[src/rtl/freq_meas_ctrl.sv]
// Frequency meter sequencer: filters the input, times one period in clock cycles,
// converts it to microseconds and two BCD display digits, and hands results over valid/ack.
module freq_meas_ctrl #(
    parameter int CNT_W      = 20,
    parameter int CLK_PER_US = 10,
    parameter int FILT       = 6,
    parameter int TIMEOUT    = 100000
) (
    input  logic        clk,
    input  logic        rst,
    input  logic        enable_i,
    input  logic        signal_i,
    input  logic        ack_i,
    output logic        valid_o,
    output logic        busy_o,
    output logic        timeout_o,
    output logic [15:0] period_us_o,
    output logic [3:0]  digit_hi_o,
    output logic [3:0]  digit_lo_o,
    output logic        dp_pos_o
);

    typedef enum logic [2:0] {
        S_IDLE, S_ARM, S_WAIT1, S_MEAS, S_DIV, S_BCD, S_PRESENT
    } state_t;

    localparam int                STEP_W = $clog2(CNT_W);
    localparam logic [CNT_W-1:0]  TMO_C  = CNT_W'(TIMEOUT);
    localparam logic [CNT_W:0]    DIVR_C = (CNT_W+1)'(CLK_PER_US);
    localparam logic [STEP_W-1:0] LAST_C = STEP_W'(CNT_W - 1);

    state_t state_q, state_d;

    logic [1:0]        sync_q;
    logic [FILT-1:0]   hist_q;
    logic              edge_w;

    logic [CNT_W-1:0]  cnt_q, quo_q, rem_q, quo_nx;
    logic [CNT_W:0]    trial_w;
    logic              ge_w;
    logic [STEP_W-1:0] step_q;
    logic [15:0]       per_nx, per_q, bin_q, sub_w;
    logic [1:0]        ph_q;
    logic              bcd_ge_w, bcd_done_w, res_load_w;
    logic [3:0]        th_q, hu_q, te_q;

    logic              valid_q, tmo_q, dp_q;
    logic [15:0]       period_q;
    logic [3:0]        dhi_q, dlo_q;

    // An edge counts only after FILT clean low samples, so short low glitches are rejected.
    always_ff @(posedge clk or posedge rst) begin
        if (rst) begin
            sync_q <= '0;
            hist_q <= '0;
        end else begin
            sync_q <= {sync_q[0], signal_i};
            hist_q <= {hist_q[FILT-2:0], sync_q[1]};
        end
    end

    assign edge_w = sync_q[1] & ~(|hist_q);

    // Restoring divider step: remainder stays below the divisor, so CNT_W bits suffice.
    assign trial_w = {rem_q, quo_q[CNT_W-1]};
    assign ge_w    = (trial_w >= DIVR_C);
    assign quo_nx  = {quo_q[CNT_W-2:0], ge_w};
    assign per_nx  = (|quo_nx[CNT_W-1:16]) ? 16'hFFFF : quo_nx[15:0];

    always_comb begin
        sub_w = 16'd10;
        case (ph_q)
            2'd0:    sub_w = 16'd1000;
            2'd1:    sub_w = 16'd100;
            default: sub_w = 16'd10;
        endcase
    end

    assign bcd_ge_w   = (bin_q >= sub_w);
    assign bcd_done_w = (ph_q == 2'd2) && !bcd_ge_w;

    always_comb begin
        state_d = state_q;
        case (state_q)
            S_IDLE:    state_d = S_ARM;
            S_ARM:     state_d = S_WAIT1;
            S_WAIT1: begin
                if (edge_w)              state_d = S_MEAS;
                else if (cnt_q == TMO_C) state_d = S_PRESENT;
            end
            S_MEAS: begin
                if (edge_w)              state_d = S_DIV;
                else if (cnt_q == TMO_C) state_d = S_PRESENT;
            end
            S_DIV:     if (step_q == LAST_C) state_d = S_BCD;
            S_BCD:     if (bcd_done_w)       state_d = S_PRESENT;
            S_PRESENT: if (ack_i)            state_d = S_ARM;
            default:   state_d = S_IDLE;
        endcase
        if (!enable_i) state_d = S_IDLE;
    end

    assign res_load_w = (state_d == S_PRESENT) && (state_q != S_PRESENT);

    always_ff @(posedge clk or posedge rst) begin
        if (rst) state_q <= S_IDLE;
        else     state_q <= state_d;
    end

    always_ff @(posedge clk or posedge rst) begin
        if (rst) begin
            cnt_q    <= '0;
            quo_q    <= '0;
            rem_q    <= '0;
            step_q   <= '0;
            per_q    <= '0;
            bin_q    <= '0;
            ph_q     <= '0;
            th_q     <= '0;
            hu_q     <= '0;
            te_q     <= '0;
            valid_q  <= 1'b0;
            tmo_q    <= 1'b0;
            period_q <= '0;
            dhi_q    <= 4'hF;
            dlo_q    <= 4'hF;
            dp_q     <= 1'b0;
        end else begin
            valid_q <= (state_d == S_PRESENT);
            case (state_q)
                S_ARM:   cnt_q <= '0;
                S_WAIT1: cnt_q <= edge_w ? CNT_W'(1) : cnt_q + CNT_W'(1);
                S_MEAS: begin
                    if (edge_w) begin
                        quo_q  <= cnt_q;
                        rem_q  <= '0;
                        step_q <= '0;
                    end else begin
                        cnt_q <= cnt_q + CNT_W'(1);
                    end
                end
                S_DIV: begin
                    rem_q  <= CNT_W'(ge_w ? trial_w - DIVR_C : trial_w);
                    quo_q  <= quo_nx;
                    step_q <= step_q + STEP_W'(1);
                    if (step_q == LAST_C) begin
                        per_q <= per_nx;
                        bin_q <= per_nx;
                        ph_q  <= '0;
                        th_q  <= '0;
                        hu_q  <= '0;
                        te_q  <= '0;
                    end
                end
                S_BCD: begin
                    if (bcd_ge_w) begin
                        bin_q <= bin_q - sub_w;
                        case (ph_q)
                            2'd0:    th_q <= th_q + 4'd1;
                            2'd1:    hu_q <= hu_q + 4'd1;
                            default: te_q <= te_q + 4'd1;
                        endcase
                    end else if (!bcd_done_w) begin
                        ph_q <= ph_q + 2'd1;
                    end
                end
                default: ;
            endcase

            // Result registers change only on entry to PRESENT, all in the same cycle.
            if (res_load_w) begin
                if (state_q == S_BCD) begin
                    tmo_q    <= 1'b0;
                    period_q <= per_q;
                    if (per_q < 16'd1000) begin
                        dhi_q <= hu_q;
                        dlo_q <= te_q;
                        dp_q  <= 1'b0;
                    end else begin
                        dhi_q <= th_q;
                        dlo_q <= hu_q;
                        dp_q  <= 1'b1;
                    end
                end else begin
                    tmo_q    <= 1'b1;
                    period_q <= 16'hFFFF;
                    dhi_q    <= 4'hF;
                    dlo_q    <= 4'hF;
                    dp_q     <= 1'b0;
                end
            end
        end
    end

    assign valid_o     = valid_q;
    assign busy_o      = (state_q != S_IDLE) && (state_q != S_PRESENT);
    assign timeout_o   = tmo_q;
    assign period_us_o = period_q;
    assign digit_hi_o  = dhi_q;
    assign digit_lo_o  = dlo_q;
    assign dp_pos_o    = dp_q;

endmodule
[config.mk]
export PLATFORM = sky130hd
export DESIGN_NAME = freq_meas_ctrl
export DESIGN_NICKNAME = d
export VERILOG_FILES = /design/src/rtl/freq_meas_ctrl.sv
export SDC_FILE = /design/constraint.sdc
export NUM_CORES = 1
export LEC_CHECK = 0
export CAP_MARGIN = 25
export CORE_ASPECT_RATIO = 1.4
export CORE_MARGIN = 2
export CORE_UTILIZATION = 61
export CTS_CLUSTER_SIZE = 40
export DETAILED_ROUTE_END_ITERATION = 16
export PLACE_DENSITY = 0.79
export SYNTH_ARGS = -nofsm -noshare
export SYNTH_HDL_FRONTEND = slang
export SYNTH_SLANG_ARGS = --single-unit
[constraint.sdc]
create_clock -name clk -period 5.9 [get_ports clk]
set_clock_uncertainty 0.15 [all_clocks]
set_input_delay 1.18 -clock clk [delete_from_list [all_inputs] [get_ports clk]]
set_output_delay 1.18 -clock clk [all_outputs]
set_load 0.05 [all_outputs]
==> impl_metrics.json, run 1 <==
{
  "relSlewSlack": 0.290,
  "fin_nets": 865,
  "num-fill-cells": 919,
  "rows": 48,
  "num_vias": 6374,
  "synth_area_leaders": "dfrtp_1 46%, nand2_1 6.0%, o21ai_0 4.3%",
  "synthesis.instances": 824,
  "totalWireLength_mm": 19.2,
  "grt_util_met1": 0.351,
  "cts_resized": 0,
  "diodes": 0,
  "maxCapViolCount": 0,
  "drv_slew": 0,
  "min_period_ns": 4.15,
  "clock_latency_ns": 0.44,
  "busiest_layer": "met2",
  "grtUsageMet3": 0.0444,
  "holdWs_ns": 0.212,
  "vdd_drop_max_mv": 0.198,
  "cts-root-buf": "clkbuf_16",
  "antenna_found_initial": 0,
  "grt_use_met2": 0.520,
  "drc": 0,
  "globalplace.congestion": 0.891,
  "cts_buffer_depth": 2,
  "worst_slew_pin_slew_ns": 1.06,
  "crit_buf_inv": 3,
  "synth-seq-cells": 149,
  "fin_setup_tns_ns": 0,
  "leakage_nw": 3.90,
  "reg2reg_setup_slack_ns": 1.75,
  "cp-end-kind": "register",
  "syn_area_sq_um": 7720,
  "clkPwrFrac": 0.461,
  "area_growth_syn_to_layout_pct": 13.4,
  "start_kind": "register",
  "h-tree-depth": 4,
  "viasPerCell": 6.34,
  "initial_utilization": 0.624,
  "synth.distinct_cells": 73,
  "rr_endpoint": "hu_q[1]",
  "rsz0062_at_grt": "false",
  "core_sq_um": 12400,
  "ys_async_sr_fraction": 1.00,
  "clock_sinks": 149,
  "grt_overflow": 0,
  "pwr-share-comb": 0.083,
  "reg2reg_from": "ph_q[0]",
  "max_stage_delay_ns": 0.93,
  "worstPathRequired_ns": 6.06,
  "syn_nets": 847,
  "ant_nets": 0,
  "register_area_sq_um": 3740,
  "r2r_cells": 12,
  "die_w_um": 99.1,
  "drive_above_1_share": 0.0947,
  "cpMaxStageDelayCell": "o31ai_4",
  "crit_fanout": 26,
  "dp_hpwl_mm": 13.1,
  "cp_top_family": "compound AO/OA/AOI/OAI gates",
  "synth.top_cell.area_share": 0.457,
  "grt_pass1_vias": 6304,
  "cp.depth": 12,
  "die-area_sq_um": 13600,
  "p_sw_mw": 0.677,
  "path_class": "reg -> reg",
  "setup_viol": 0,
  "synth_top_area_cell": "dfrtp_1",
  "first_pass_iters": 7,
  "final_util": 0.708,
  "grt_pass1_wl_mm": 31.4,
  "p_int_mw": 1.73,
  "port_buffers": 32,
  "io_pins": 33,
  "min_path_type": "reg -> reg",
  "cts_tree": "yes",
  "critPathCapture": "hu_q[1]",
  "crit_path_cell_trace": "inv_1 > ha_1 > or2_2 > inv_2 > ha_1 > and3b_1 > o221ai_1 > a31oi_2 > o31ai_4 > buf_4 > nor2_1 > a32o_1",
  "outcome": "finished, final reports clean",
  "synth.yosys.seq_area_share": 0.484,
  "clk_pin_slew_worst_paths_ns": 0.07,
  "grt_max_degree": 117,
  "multi_input_area_sq_um": 3690,
  "swShare": 0.281,
  "path_common_cell": "ha_1",
  "synth-edff-count": 0,
  "dr.first_iter.drc_count": 405,
  "cts_hold_buf": 0,
  "syn_area_per_cell_sq_um": 9.37,
  "finalHoldViolCount": 0,
  "synth_flop_cell": "dfrtp_1",
  "power_frac_seq": 0.457,
  "cp-startpoint": "ph_q[0]",
  "detail_route.wl_per_cell_um": 19.1,
  "p_per_area_nw_per_um2": 275,
  "yosysWarnings": 0,
  "fmax_mhz": 241,
  "die_h_um": 137,
  "post-cts-setup-buffers": 0,
  "numCtsBuffers": 17,
  "grt_usage": 0.294,
  "period_share": 0.704,
  "arrival_ns": 4.32
}
-- placed cells by master, fill, tap and decap left out, types with 5 or more instances in the layout --
cell / instances
dfstp_2: 8
xnor2_1: 19
or3_1: 12
nor4b_1: 5
clkdlybuf4s50_1: 32
mux2_2: 7
inv_1: 23
inv_6: 7
a31oi_1: 24
o21a_1: 6
nand2b_1: 5
ha_1: 17
or2_2: 5
o22a_1: 28
nor3_1: 21
a21oi_1: 23
nand2_1: 124
clkbuf_16: 17
buf_4: 7
nor4_1: 13
nor2b_1: 7
o21ai_0: 66
nand4_1: 11
nor2_1: 73
o31ai_1: 8
a22o_1: 8
and3_1: 5
dfrtp_1: 141
nand3_1: 22
and2_1: 5
xor2_1: 14
-- Yosys cell counts, drive strengths merged, types with 7 or more instances --
cell    number
dfrtp      141
nand2      125
nor2        73
o21ai       69
clkbuf      30
o22a        30
a31oi       25
inv         25
a21oi       23
nand3       22
nor3        22
xnor2       19
ha          17
nor4        14
xor2        14
buf         13
or3         13
nand4       11
o31ai        9
a22o         8
dfstp        8
mux2         7
nor2b        7
or4          7
-- metrics by stage --
stage / power (mW) / instances / area (sq um) / setup WS, ns
2_1_floorplan: 1.24 / 824 / 7720 / 0.575
3_3_place_gp: 1.30 / 968 / 8090 / 1.70
3_5_place_dp: 1.31 / 969 / 8090 / 1.53
4_1_cts: 2.41 / 1001 / 8690 / 1.47
5_1_grt: 2.47 / 1005 / 8760 / 1.49
6_report: 2.41 / 1005 / 8760 / 1.75
-- worst min-delay path by stage --
stage / startpoint / end / cells past startpoint
after floorplan: sync_q[0] / sync_q[1] / 0
after global placement: sync_q[0] / sync_q[1] / 0
after detailed placement: sync_q[0] / sync_q[1] / 0
after CTS: sync_q[0] / sync_q[1] / 0
after global routing: sync_q[0] / sync_q[1] / 0
final: sync_q[0] / sync_q[1] / 0
-- cell type report --
| cell class | count | share of cell area |
|---|---|---|
| well taps | 150 | 0.0214 |
| clock buffers | 17 | 0.0486 |
| inverters | 25 | 0.0113 |
| multi-input cells | 606 | 0.422 |
| flip-flops and latches | 149 | 0.427 |
| repair buffers | 43 | 0.0497 |
| clock inverters | 15 | 0.0200 |
-- logic make-up (layout without fill, tap and decap cells) --
group / Yosys count / after routing / synth area share
flops: 149 / 149 / 0.484
xor+xnor: 33 / 33 / 0.0374
buf+inv: 69 / 100 / 0.0394
simple gates: 334 / 334 / 0.209
mux: 11 / 11 / 0.0154
compound gates: 210 / 210 / 0.185
fa+ha+maj: 18 / 18 / 0.0301
-- flip-flops by register name (all words and copies together), names as in the netlist, 2 cells and up --
register and flops:
state_q 3, th_q 4, step_q 5, sync_q 2, period_us_o 16, ph_q 2
hu_q 4, hist_q 6, digit_hi_o 4, te_q 4, bin_q 16, per_q 16
rem_q 20, digit_lo_o 4, quo_q 20, cnt_q 20
-- worst reg2reg max path, stage by stage, from the launching register on --
cell	delay (ns)
dfrtp_1	0.40
inv_1	0.10
ha_1	0.33
or2_2	0.39
inv_2	0.16
ha_1	0.20
and3b_1	0.19
o221ai_1	0.27
a31oi_2	0.28
o31ai_4	0.93
buf_4	0.30
nor2_1	0.07
a32o_1	0.26
-- routing by layer --
layer / wire length [um] / vias up
met5: 0 / -
met4: 577 / 0
met3: 816 / 45
met2: 10200 / 197
met1: 7530 / 3137
li1: - / 2995
-- power by group through the flow --
stage / combinational (mW) / sequential [mW] / clock, mW
final: 0.199 / 1.10 / 1.11
after global routing: 0.217 / 1.10 / 1.15
after CTS: 0.197 / 1.10 / 1.12
after detailed placement: 0.195 / 1.12 / 0
after global placement: 0.188 / 1.11 / 0
after floorplan: 0.120 / 1.12 / 0
Power figures use the tool's default switching activity.
==> run 2, diff against run 1 <==
Clock period 5.9 ns to 4.03 ns, I/O delays scaled along.
==> run 2 against run 1 <==
Net effect:
- cell area grew 0.69%
- critical path type unchanged
- largest cell class unchanged
- via count shrank 0.24%
- die area is the same
- fmax grew 14%
==> impl_metrics.json, run 2 (synthesized netlist as in run 1, its figures left out) <==
{
  "outcome": "finished, final reports clean",
  "crit_fanout": 26,
  "final_cell_mix": "141 x dfrtp_1, 124 x nand2_1, 73 x nor2_1",
  "port_buffers": 32,
  "fin_nets": 872,
  "post-cts-setup-buffers": 0,
  "io_pins": 33,
  "cts_buffer_depth": 2,
  "clk_pin_slew_worst_paths_ns": 0.07,
  "diodes": 0,
  "totalWireLength_mm": 19.1,
  "dr.first_iter.drc_count": 278,
  "die_h_um": 137,
  "swShare": 0.283,
  "core_sq_um": 12400,
  "numCtsBuffers": 17,
  "setup_viol": 0,
  "vdd_drop_max_mv": 0.271,
  "grt_pass1_vias": 6362,
  "register_area_sq_um": 3740,
  "cts-root-buf": "clkbuf_16",
  "worst_slew_pin_slew_ns": 1.05,
  "cp-end-kind": "register",
  "grt_max_degree": 72,
  "leakage_nw": 3.94,
  "cpMaxStageDelayCell": "o41ai_2",
  "first_pass_iters": 5,
  "min_path_type": "reg -> reg",
  "die_w_um": 99.1,
  "place_ws_ns": 0.393,
  "num-fill-cells": 940,
  "path_class": "reg -> reg",
  "h-tree-depth": 4,
  "fin_ws_ns": 0.394,
  "fin_setup_tns_ns": 0,
  "cts_hold_buf": 0,
  "num_vias": 6359,
  "grt_pass1_wl_mm": 31.3,
  "power_frac_seq": 0.466,
  "worstPathRequired_ns": 4.24,
  "path_common_cell": "ha_1",
  "detail_route.wl_per_cell_um": 18.8,
  "final_common_cell": "dfrtp_1",
  "crit_path_cell_trace": "inv_1 > ha_1 > or2_2 > inv_2 > ha_1 > and3b_1 > o221ai_1 > a31oi_2 > o41ai_2 > o211a_1 > buf_4 > o22a_1",
  "viasPerCell": 6.28,
  "drive_above_1_share": 0.102,
  "final_util": 0.713,
  "grt_usage": 0.293,
  "p_sw_mw": 0.978,
  "arrival_ns": 3.85,
  "holdWs_ns": 0.202,
  "dp_hpwl_mm": 13.4,
  "rows": 48,
  "grt_overflow": 0,
  "top_regs": "cnt_q (20), quo_q (20), rem_q (20)",
  "cts_tree": "yes",
  "drv_slew": 0,
  "start_kind": "register",
  "p_int_mw": 2.48,
  "clkPwrFrac": 0.451,
  "drc": 0,
  "period_share": 0.902,
  "die-area_sq_um": 13600,
  "ant_nets": 0,
  "multi_input_area_sq_um": 3690,
  "fmax_mhz": 275,
  "antenna_found_initial": 0,
  "globalplace.congestion": 0.937,
  "area_growth_syn_to_layout_pct": 14.1,
  "cts_resized": 0,
  "clock_latency_ns": 0.42,
  "min_period_ns": 3.64,
  "relSlewSlack": 0.299,
  "pwr-share-comb": 0.083,
  "initial_utilization": 0.624,
  "finalHoldViolCount": 0,
  "maxCapViolCount": 0,
  "p_per_area_nw_per_um2": 392,
  "rsz0062_at_grt": "false",
  "clock_sinks": 149,
  "reg2reg_setup_slack_ns": 0.39,
  "max_stage_delay_ns": 0.54
}
==> run 2: cell types whose count changed in the layout (fill, tap and decap cells not counted), sizes merged <==
cell / before / now
bufinv: 1 / 0
clkinv: 1 / 9
inv: 36 / 30
clkinvlp: 2 / 1
buf: 11 / 18
==> run 2: stage by stage <==
step / std cells / cell area, sq um / power (mW)
after detailed placement: 978 / 8180 / 1.92
after CTS: 1010 / 8790 / 3.48
final: 1012 / 8820 / 3.46
after global routing: 1012 / 8820 / 3.57
after floorplan: 824 / 7730 / 1.82
after global placement: 978 / 8180 / 1.91
==> run 2: power groups by stage <==
stage / Combinational [mW] / Sequential, mW / Clock, mW
after floorplan: 0.176 / 1.64 / 0
after global placement: 0.280 / 1.63 / 0
after detailed placement: 0.287 / 1.63 / 0
after CTS: 0.291 / 1.61 / 1.59
after global routing: 0.318 / 1.61 / 1.64
final: 0.288 / 1.61 / 1.56
==> run 2: layout make-up <==
type                       count  area share
clock buffer                  17      0.0483
clock inverter                15      0.0203
inverter                      25      0.0111
multi-input combinational    606       0.419
sequential                   149       0.424
tap                          150      0.0213
timing repair buffer          50      0.0559
==> run 2: worst paths after layout <==
kind / start / endpoint / cells after the start
worst min-delay path: sync_q[0] / sync_q[1] / 0
worst max-delay path: ph_q[0] / digit_lo_o[2] / 12
max in group asynchronous: rst / digit_lo_o[3] / 3
worst min register to register: sync_q[0] / sync_q[1] / 0
worst max register to register: ph_q[0] / digit_lo_o[2] / 12
min in group asynchronous: rst / hist_q[4] / 2
==> run 2: routing by layer <==
layer | up-vias | track usage | wire length, um
met5 | - | 0 | 0
met4 | 0 | 0.164 | 924
met3 | 60 | 0.0419 | 747
met2 | 204 | 0.509 | 9780
met1 | 3089 | 0.349 | 7600
li1 | 3006 | - | -
==> run 2: critical path, delay by kind of cell (launching register included) <==
| family | cells | cell delay (ns) |
|---|---|---|
| AOI/OAI and AO/OA | 5 | 1.34 |
| buffers and inverters | 3 | 0.54 |
| adders and majority gates | 2 | 0.55 |
| DFF | 1 | 0.39 |
| and+or+nand+nor | 2 | 0.59 |
